### config.mk
export PLATFORM = sky130hd
export DESIGN_NAME = mem_stage
export DESIGN_NICKNAME = d
export VERILOG_FILES = /design/src/rtl/mem_stage_pkg.sv /design/src/rtl/mem_stage_dmem_handshake.sv /design/src/rtl/mem_stage.sv
export SDC_FILE = /design/constraint.sdc
export NUM_CORES = 1
export LEC_CHECK = 0
export BUFFER_PORTS_ARGS = -buffer_cell sky130_fd_sc_hd__buf_2
export CAP_MARGIN = 10
export CELL_PAD_IN_SITES_DETAIL_PLACEMENT = 1
export CELL_PAD_IN_SITES_GLOBAL_PLACEMENT = 1
export CORE_MARGIN = 5
export CORE_UTILIZATION = 38
export DETAILED_ROUTE_END_ITERATION = 6
export GPL_TIMING_DRIVEN = 0
export MAX_ROUTING_LAYER = met4
export PLACE_DENSITY_LB_ADDON = 0.08
export SYNTH_ARGS = -nofsm -noshare
export SYNTH_HDL_FRONTEND = slang
export SYNTH_SLANG_ARGS = --single-unit
### constraint.sdc
create_clock -name clk -period 7.8 [get_ports clk]
set_input_delay 0.39 -clock clk [delete_from_list [all_inputs] [get_ports clk]]
set_output_delay 0.39 -clock clk [all_outputs]
set_load 0.01 [all_outputs]
### src/rtl/mem_stage_pkg.sv
// Shared definitions for the MEM stage: handshake FSM states, widths, helpers.
package mem_stage_pkg;

    localparam int unsigned DATA_W_DEF = 32;
    localparam int unsigned REG_ADDR_W = 5;

    typedef enum logic {
        ST_IDLE = 1'b0,
        ST_WAIT = 1'b1
    } memState_t;

    // A load/store whose byte offset is non-zero cannot be issued as a word access.
    function automatic logic isMisaligned(input logic memOp, input logic [1:0] byteOff);
        return memOp && (byteOff != 2'b00);
    endfunction

endpackage

### src/rtl/mem_stage_dmem_handshake.sv
// Data-memory req/ack handshake: FSM, wait counter, request drive, stall and error flags.
module dmem_handshake
    import mem_stage_pkg::*;
#(
    parameter int unsigned DATA_W     = 32,
    parameter int unsigned ADDR_W     = 32,
    parameter int unsigned WAIT_LIMIT = 15
) (
    input  logic              clk,
    input  logic              reset,
    input  logic              memRead,
    input  logic              memWrite,
    input  logic [ADDR_W-1:0] addr,
    input  logic [DATA_W-1:0] wdata,
    input  logic              dmem_ack,
    output logic              dmem_req,
    output logic              dmem_we,
    output logic [ADDR_W-1:0] dmem_addr,
    output logic [DATA_W-1:0] dmem_wdata,
    output logic              stall,
    output logic              addrErr,
    output logic              busErr
);

    localparam int unsigned CNT_W = $clog2(WAIT_LIMIT + 1);

    memState_t          state, nextState;
    logic [CNT_W-1:0]   waitCnt, nextCnt;
    logic               memOp;
    logic               misaligned;
    logic               timeout;

    assign memOp      = memRead | memWrite;
    assign misaligned = isMisaligned(memOp, addr[1:0]);
    assign timeout    = (state == ST_WAIT) && !dmem_ack && (waitCnt == CNT_W'(WAIT_LIMIT - 1));

    // The EX/MEM register holds while stalled, so address/data stay stable in WAIT.
    assign dmem_we    = dmem_req & memWrite;
    assign dmem_addr  = {addr[ADDR_W-1:2], 2'b00};
    assign dmem_wdata = wdata;

    // State and wait-counter registers.
    always_ff @(posedge clk or posedge reset) begin
        if (reset) begin
            state   <= ST_IDLE;
            waitCnt <= '0;
        end else begin
            state   <= nextState;
            waitCnt <= nextCnt;
        end
    end

    // Next state, request and stall/error flags.
    always_comb begin
        nextState = state;
        nextCnt   = waitCnt;
        dmem_req  = 1'b0;
        stall     = 1'b0;
        addrErr   = 1'b0;
        busErr    = 1'b0;
        case (state)
            ST_IDLE: begin
                if (misaligned) begin
                    addrErr = 1'b1;
                end else if (memOp) begin
                    dmem_req = 1'b1;
                    if (!dmem_ack) begin
                        stall     = 1'b1;
                        nextState = ST_WAIT;
                        nextCnt   = '0;
                    end
                end
            end
            ST_WAIT: begin
                dmem_req = 1'b1;
                if (dmem_ack) begin
                    nextState = ST_IDLE;
                    nextCnt   = '0;
                end else if (timeout) begin
                    busErr    = 1'b1;
                    nextState = ST_IDLE;
                    nextCnt   = '0;
                end else begin
                    stall   = 1'b1;
                    nextCnt = waitCnt + 1'b1;
                end
            end
            default: begin
                nextState = ST_IDLE;
                nextCnt   = '0;
            end
        endcase
    end

endmodule

### src/rtl/mem_stage.sv
// EX/MEM register, data-memory access and MEM/WB register with write-back mux.
module mem_stage
    import mem_stage_pkg::*;
#(
    parameter int unsigned DATA_W     = 32,
    parameter int unsigned ADDR_W     = 32,
    parameter int unsigned WAIT_LIMIT = 15
) (
    input  logic                  clk,
    input  logic                  reset,
    input  logic                  RegWrite_ex,
    input  logic                  MemRead_ex,
    input  logic                  MemWrite_ex,
    input  logic                  MemtoReg_ex,
    input  logic [DATA_W-1:0]     ALUResult_ex,
    input  logic [DATA_W-1:0]     MemWriteData_ex,
    input  logic [REG_ADDR_W-1:0] RegWriteAddr_ex,
    input  logic [DATA_W-1:0]     dmem_rdata,
    input  logic                  dmem_ack,
    output logic                  dmem_req,
    output logic                  dmem_we,
    output logic [ADDR_W-1:0]     dmem_addr,
    output logic [DATA_W-1:0]     dmem_wdata,
    output logic [DATA_W-1:0]     ALUResult_mem,
    output logic [REG_ADDR_W-1:0] RegWriteAddr_mem,
    output logic                  RegWrite_mem,
    output logic [DATA_W-1:0]     RegWriteData_wb,
    output logic [REG_ADDR_W-1:0] RegWriteAddr_wb,
    output logic                  RegWrite_wb,
    output logic                  Stall_mem,
    output logic                  AddrErr_mem,
    output logic                  BusErr_mem
);

    logic              MemRead_mem;
    logic              MemWrite_mem;
    logic              MemtoReg_mem;
    logic [DATA_W-1:0] MemWriteData_mem;
    logic              accessErr;

    assign accessErr = AddrErr_mem | BusErr_mem;

    // EX/MEM pipeline register; holds while the memory access stalls.
    always_ff @(posedge clk or posedge reset) begin
        if (reset) begin
            RegWrite_mem     <= 1'b0;
            MemRead_mem      <= 1'b0;
            MemWrite_mem     <= 1'b0;
            MemtoReg_mem     <= 1'b0;
            ALUResult_mem    <= '0;
            MemWriteData_mem <= '0;
            RegWriteAddr_mem <= '0;
        end else if (!Stall_mem) begin
            RegWrite_mem     <= RegWrite_ex;
            MemRead_mem      <= MemRead_ex;
            MemWrite_mem     <= MemWrite_ex;
            MemtoReg_mem     <= MemtoReg_ex;
            ALUResult_mem    <= ALUResult_ex;
            MemWriteData_mem <= MemWriteData_ex;
            RegWriteAddr_mem <= RegWriteAddr_ex;
        end
    end

    dmem_handshake #(
        .DATA_W     (DATA_W),
        .ADDR_W     (ADDR_W),
        .WAIT_LIMIT (WAIT_LIMIT)
    ) uHandshake (
        .clk        (clk),
        .reset      (reset),
        .memRead    (MemRead_mem),
        .memWrite   (MemWrite_mem),
        .addr       (ALUResult_mem[ADDR_W-1:0]),
        .wdata      (MemWriteData_mem),
        .dmem_ack   (dmem_ack),
        .dmem_req   (dmem_req),
        .dmem_we    (dmem_we),
        .dmem_addr  (dmem_addr),
        .dmem_wdata (dmem_wdata),
        .stall      (Stall_mem),
        .addrErr    (AddrErr_mem),
        .busErr     (BusErr_mem)
    );

    // MEM/WB pipeline register: bubble while stalled, otherwise retire (errors suppress the write).
    always_ff @(posedge clk or posedge reset) begin
        if (reset) begin
            RegWriteData_wb <= '0;
            RegWriteAddr_wb <= '0;
            RegWrite_wb     <= 1'b0;
        end else if (Stall_mem) begin
            RegWrite_wb     <= 1'b0;
        end else begin
            RegWriteData_wb <= MemtoReg_mem ? dmem_rdata : ALUResult_mem;
            RegWriteAddr_wb <= RegWriteAddr_mem;
            RegWrite_wb     <= RegWrite_mem & ~accessErr;
        end
    end

endmodule

* Word level (Yosys, flattened, before mapping) *
Index checks and enable logic that the tools add are counted.
W data, S select, Z words.

storage, ports and cells
  flip-flop bits (word level) = 116
  logic and storage cells = 51

cells by class
  add/subtract/negate cells = 1
  equal/unequal tests = 4
  multiplexer cells = 22
  bitwise logic cells = 6
  reductions and logical operators = 6

operators by type and width
  kind                   count
  $mux W32               1
  $mux W4                5
  $mux W1                13
  $pmux W4 S2            1
  $add A4 B1 Y4 const B  1
  $eq A4 B4 Y1 const B   1
  $ne A2 B2 Y1 const B   2
  $pmux W1 S2            2
  $logic_and A1 B1 Y1    3
  $reduce_and A3 Y1      1
  $and A1 B1 Y1          2
  $ne A2 B1 Y1 const B   1
  $not A1 Y1             2
  $or A1 B1 Y1           2
  $reduce_bool A2 Y1     1
  $logic_not A1 Y1       1

* Depth between registers and ports, before layout *
  depth after elaboration = 10
  depth in mapped cells = 7
  mapped depth without buffers = 5

* Modules after synthesis *
From an unflattened synthesis, not the netlist that was laid out.

second synthesis, totals
  cells, all modules = 408
  area total of the unflattened synthesis = 5,286.3 µm²

modules (own cells, without submodules)
  module          instances  cells an instance  area each (µm²)  seq. area each (µm²)
  mem_stage       1          307                4,474.3          2,777.7
  dmem_handshake  1          101                812.0            125.1

* Least setup slack after synthesis *
OpenSTA, ideal clock, no wires.

  kind = register -> output
  start point = reg uHandshake.waitCnt[0]
  end point = out Stall_mem
  data arrival time = 1,398 ps
  data required time = 7,410 ps
  slack = 6,012 ps
  cell stages (with the launch flop) = 8
  buffers on the path = 2
  path through = dfrtp_1 -> inv_1 -> ha_1 -> nand3_1 -> a32oi_4 -> buf_8 -> buf_6 -> inv_1

on the way
  longest elaborated chain between the ends = 5

ends and longest elaborated chain
  item                    line                            source
  start, declared         mem_stage_dmem_handshake.sv:28  logic [CNT_W-1:0] waitCnt, nextCnt;
  start signal, assigned  mem_stage_dmem_handshake.sv:49  waitCnt <= nextCnt;
  $eq A4 B4 Y1            mem_stage_dmem_handshake.sv:35  assign timeout = (state == ST_WAIT) && !dmem_ack && (waitCnt == CNT_W'(WAIT_LIMIT - 1));
  $logic_and A1 B1 Y1     mem_stage_dmem_handshake.sv:35
  $mux W1                 mem_stage_dmem_handshake.sv:79  end else if (timeout) begin
  $mux W1                 mem_stage_dmem_handshake.sv:76  if (dmem_ack) begin
  $pmux W1 S2             mem_stage_dmem_handshake.sv:61  case (state)
  end, declared           mem_stage.sv:30                 output logic Stall_mem,

No other way between the ends.

* Worst setup path after layout *
Same ends and word-level chain as after synthesis.

==> impl_metrics.py <==
metrics = {
    "outcome": {
        "status": "complete, no violations",
    },
    "critical_path": {
        "crit_type": "reg2out",
        "endpoint_kind": "output pin",
        "critPathMaxStageDelay_ns": 0.43,
        "arrival_ns": 2.24,
        "cp-start-kind": "register",
        "path_cells": "inv_1, ha_1, nand3_1, a32oi_4, buf_8, buf_6, inv_1, buf_2",
        "cpMostUsedCell": "inv_1",
        "cp_slowest_cell": "dfrtp_1",
        "worstPathMaxFanout": 10,
        "worstPathRequired_ns": 7.41,
    },
    "routing": {
        "drt_iter0_markers": 89,
        "drt-total-wl_um": 14100,
        "dr.pass1.iters": 3,
        "ant_nets": 0,
        "drc": 0,
        "wl_per_cell_um": 17.7,
        "viasPerCell": 4.66,
        "vias": 3723,
    },
    "synthesis": {
        "synth_flop_cell": "dfrtp_1",
        "synth_edf_count": 0,
        "synth_top_area_share_pct": 56.5,
        "synth.yosys.warnings": 0,
        "ys_async_sr_fraction_pct": 100,
        "synth_area_leader_cell": "dfrtp_1",
        "synth_area_um2": 5140,
        "syn_avg_cell_area_um2": 15.2,
        "ys_types": 27,
        "ys_ff_latch": 116,
        "syn_inst": 339,
        "ys_seq_area_share_pct": 56.5,
        "synthTopCellsByArea": "dfrtp_1 56%, mux2_1 17%, mux2_2 14%, buf_4 5.1%, buf_8 2.3%",
    },
    "timing": {
        "final-hold-violation-count": 0,
        "setup_viol": 0,
        "worstMarginPinSlew_ns": 0.668,
        "rsz0062_at_grt": "false",
        "finalCritPeriodShare_pct": 33.7,
        "slew_violations": 0,
        "final.min_clock_period_ns": 2.63,
        "setup-tns-final_ns": 0,
        "finalClockSkew_ns": 0.0106,
        "fmax_ghz": 0.381,
        "whs_ns": 0.0307,
        "slew_headroom_pct": 55.5,
    },
    "clocking": {
        "cts-resized-gates": 0,
        "post_cts_buffers": 0,
        "clock_path_buffers": 2,
        "cts_max_level": 4,
        "clkTransAtPathRegs_ns": 0.05,
        "cts_buffers": 17,
        "clock_latency_ns": 0.41,
        "cts_sinks": 116,
        "cts_root_buf": "clkbuf_16",
        "hold_buffers": 0,
        "cts_tree": "yes",
    },
    "die": {
        "die_h_um": 126,
        "start_util_pct": 38.8,
        "fp.coreArea_um2": 13200,
        "die_w_um": 126,
        "dieArea_um2": 16000,
        "row_count": 42,
        "io_pins": 253,
    },
    "placement": {
        "place_congestion": 0.790,
        "dp_cells": 767,
        "io_buffers": 250,
        "dpl.hpwl_um": 10900,
    },
    "finish": {
        "fin_cells": 799,
        "final_nets": 720,
        "synthToLayoutAreaGrowth_pct": 40.6,
        "n_fill_cell": 1460,
        "n_antenna_cell": 0,
        "drive_gt1_share_pct": 63.1,
    },
    "min_path": {
        "hp-class": "in2async",
    },
    "global_routing": {
        "grt_pass1_vias": 4262,
        "grt_pass1_wl_um": 22600,
        "grt_antenna_before_repair": 0,
        "track_usage_pct": 18.7,
        "grt_max_degree": 64,
        "gr-total-overflow": 0,
    },
    "job": {
        "maxCapViolCount": 0,
    },
    "pwr": {
        "p_leak_nw": 3.56,
        "pwr-share-seq_pct": 38.2,
        "p_sw_share_pct": 28.1,
        "switchingPower_mw": 0.570,
        "clock_power_share_pct": 37.0,
        "ir_drop_v": 0.000154,
        "power_density_nw_per_um2": 281,
        "intPower_mw": 1.46,
        "comb_power_share_pct": 24.8,
    },
}
==> power by group through the flow <==
stage	sequential, mW	clock [mW]	combinational, mW
after floorplan	0.823	0	0.251
after global placement	0.777	0	0.503
after detailed placement	0.786	0	0.515
after CTS	0.777	0.773	0.518
after global routing	0.794	0.803	0.548
final	0.776	0.753	0.503
==> layout make-up <==
cell class | instances | area, um2 | area share, %
clock inverters | 10 | 105 | 1.45
inverters | 5 | 23.8 | 0.329
multi-input cells | 171 | 1810 | 25.1
well taps | 176 | 220 | 3.05
flip-flops and latches | 116 | 2900 | 40.2
repair buffers | 251 | 1280 | 17.7
clock buffers | 22 | 474 | 6.56
plain buffers | 48 | 410 | 5.68
==> worst max-delay path: cells and delay by family (launching register included) <==
family                     cells  cell delay, ns
buffers and inverters          5            0.70
adders and majority gates      1            0.14
AOI/OAI and AO/OA              1            0.35
and+or+nand+nor                1            0.19
DFF                            1            0.43
==> layout by cell type (no fill, tap or decap), drive strengths merged <==
cell type	n
and2b	1
buf	296
ha	2
or2	1
or3	1
inv	5
dfrtp	116
o21ai	1
clkinv	6
nand3	3
o21a	2
xor2	1
nand2	3
bufinv	2
mux2	142
a32oi	1
and4bb	1
o311ai	1
nor2	3
o2bb2ai	2
conb	2
clkinvlp	2
nor3	2
o211ai	2
clkbuf	25
==> sequential cells by signal (all words and copies together), names as in the netlist, 4 cells and up <==
signal and cells:
uHandshake.waitCnt 4, RegWriteAddr_wb 5, RegWriteAddr_mem 5, ALUResult_mem 32, MemWriteData_mem 32, RegWriteData_wb 32
==> cells by family after synthesis <==
kind of cell	Yosys count	share of synthesized area, %
multiplexers	142	31.1
flip-flops	116	56.5
buffers and inverters	53	8.35
AND/OR/NAND/NOR	15	1.61
AO/OA/AOI/OAI	9	1.73
adder cells (fa/ha/maj)	2	0.487
other	1	0.0730
XOR/XNOR	1	0.170
==> layer usage <==
layer / wire length [um] / vias to the layer above / GRT usage (%)
li1: - / 1710 / -
met1: 5400 / 1825 / 20.1
met2: 7220 / 163 / 31.7
met3: 1160 / 25 / 6.77
met4: 327 / 0 / 6.94
met5: 0 / - / -
==> synthesized netlist by cell type, drive strengths merged (2+ instances only) <==
cell,count
mux2,142
dfrtp,116
buf,45
inv,5
clkbuf,3
nand2,3
nand3,3
nor2,3
ha,2
nor3,2
o211ai,2
o21a,2
o2bb2ai,2
==> worst paths after layout <==
path	slack, ns	to	depth (start not counted)	start
min	0.03	RegWriteAddr_wb[2]	2	reset
max reg2reg	5.74	RegWriteAddr_wb[1]	7	uHandshake.waitCnt[0]
max in group asynchronous	7.09	RegWriteData_wb[14]	3	reset
max	5.17	Stall_mem	8	uHandshake.waitCnt[0]
min in group clk	0.19	RegWriteAddr_mem[3]	2	RegWriteAddr_ex[3]
min reg2reg	0.48	RegWriteData_wb[25]	1	RegWriteData_wb[25]
==> metrics by stage <==
stage          instance area, um2  setup slack, ns  power (mW)  util [%]
6_report                     7230             5.17        2.03      54.6
5_1_grt                      7230             5.03        2.15      54.6
4_1_cts                      7230             5.12        2.07      54.6
3_5_place_dp                 6650             5.61        1.30      50.2
3_3_place_gp                 6620             2.86        1.28      50.0
2_1_floorplan                5140             4.34        1.07         -
(Power assumes the default switching activity.)
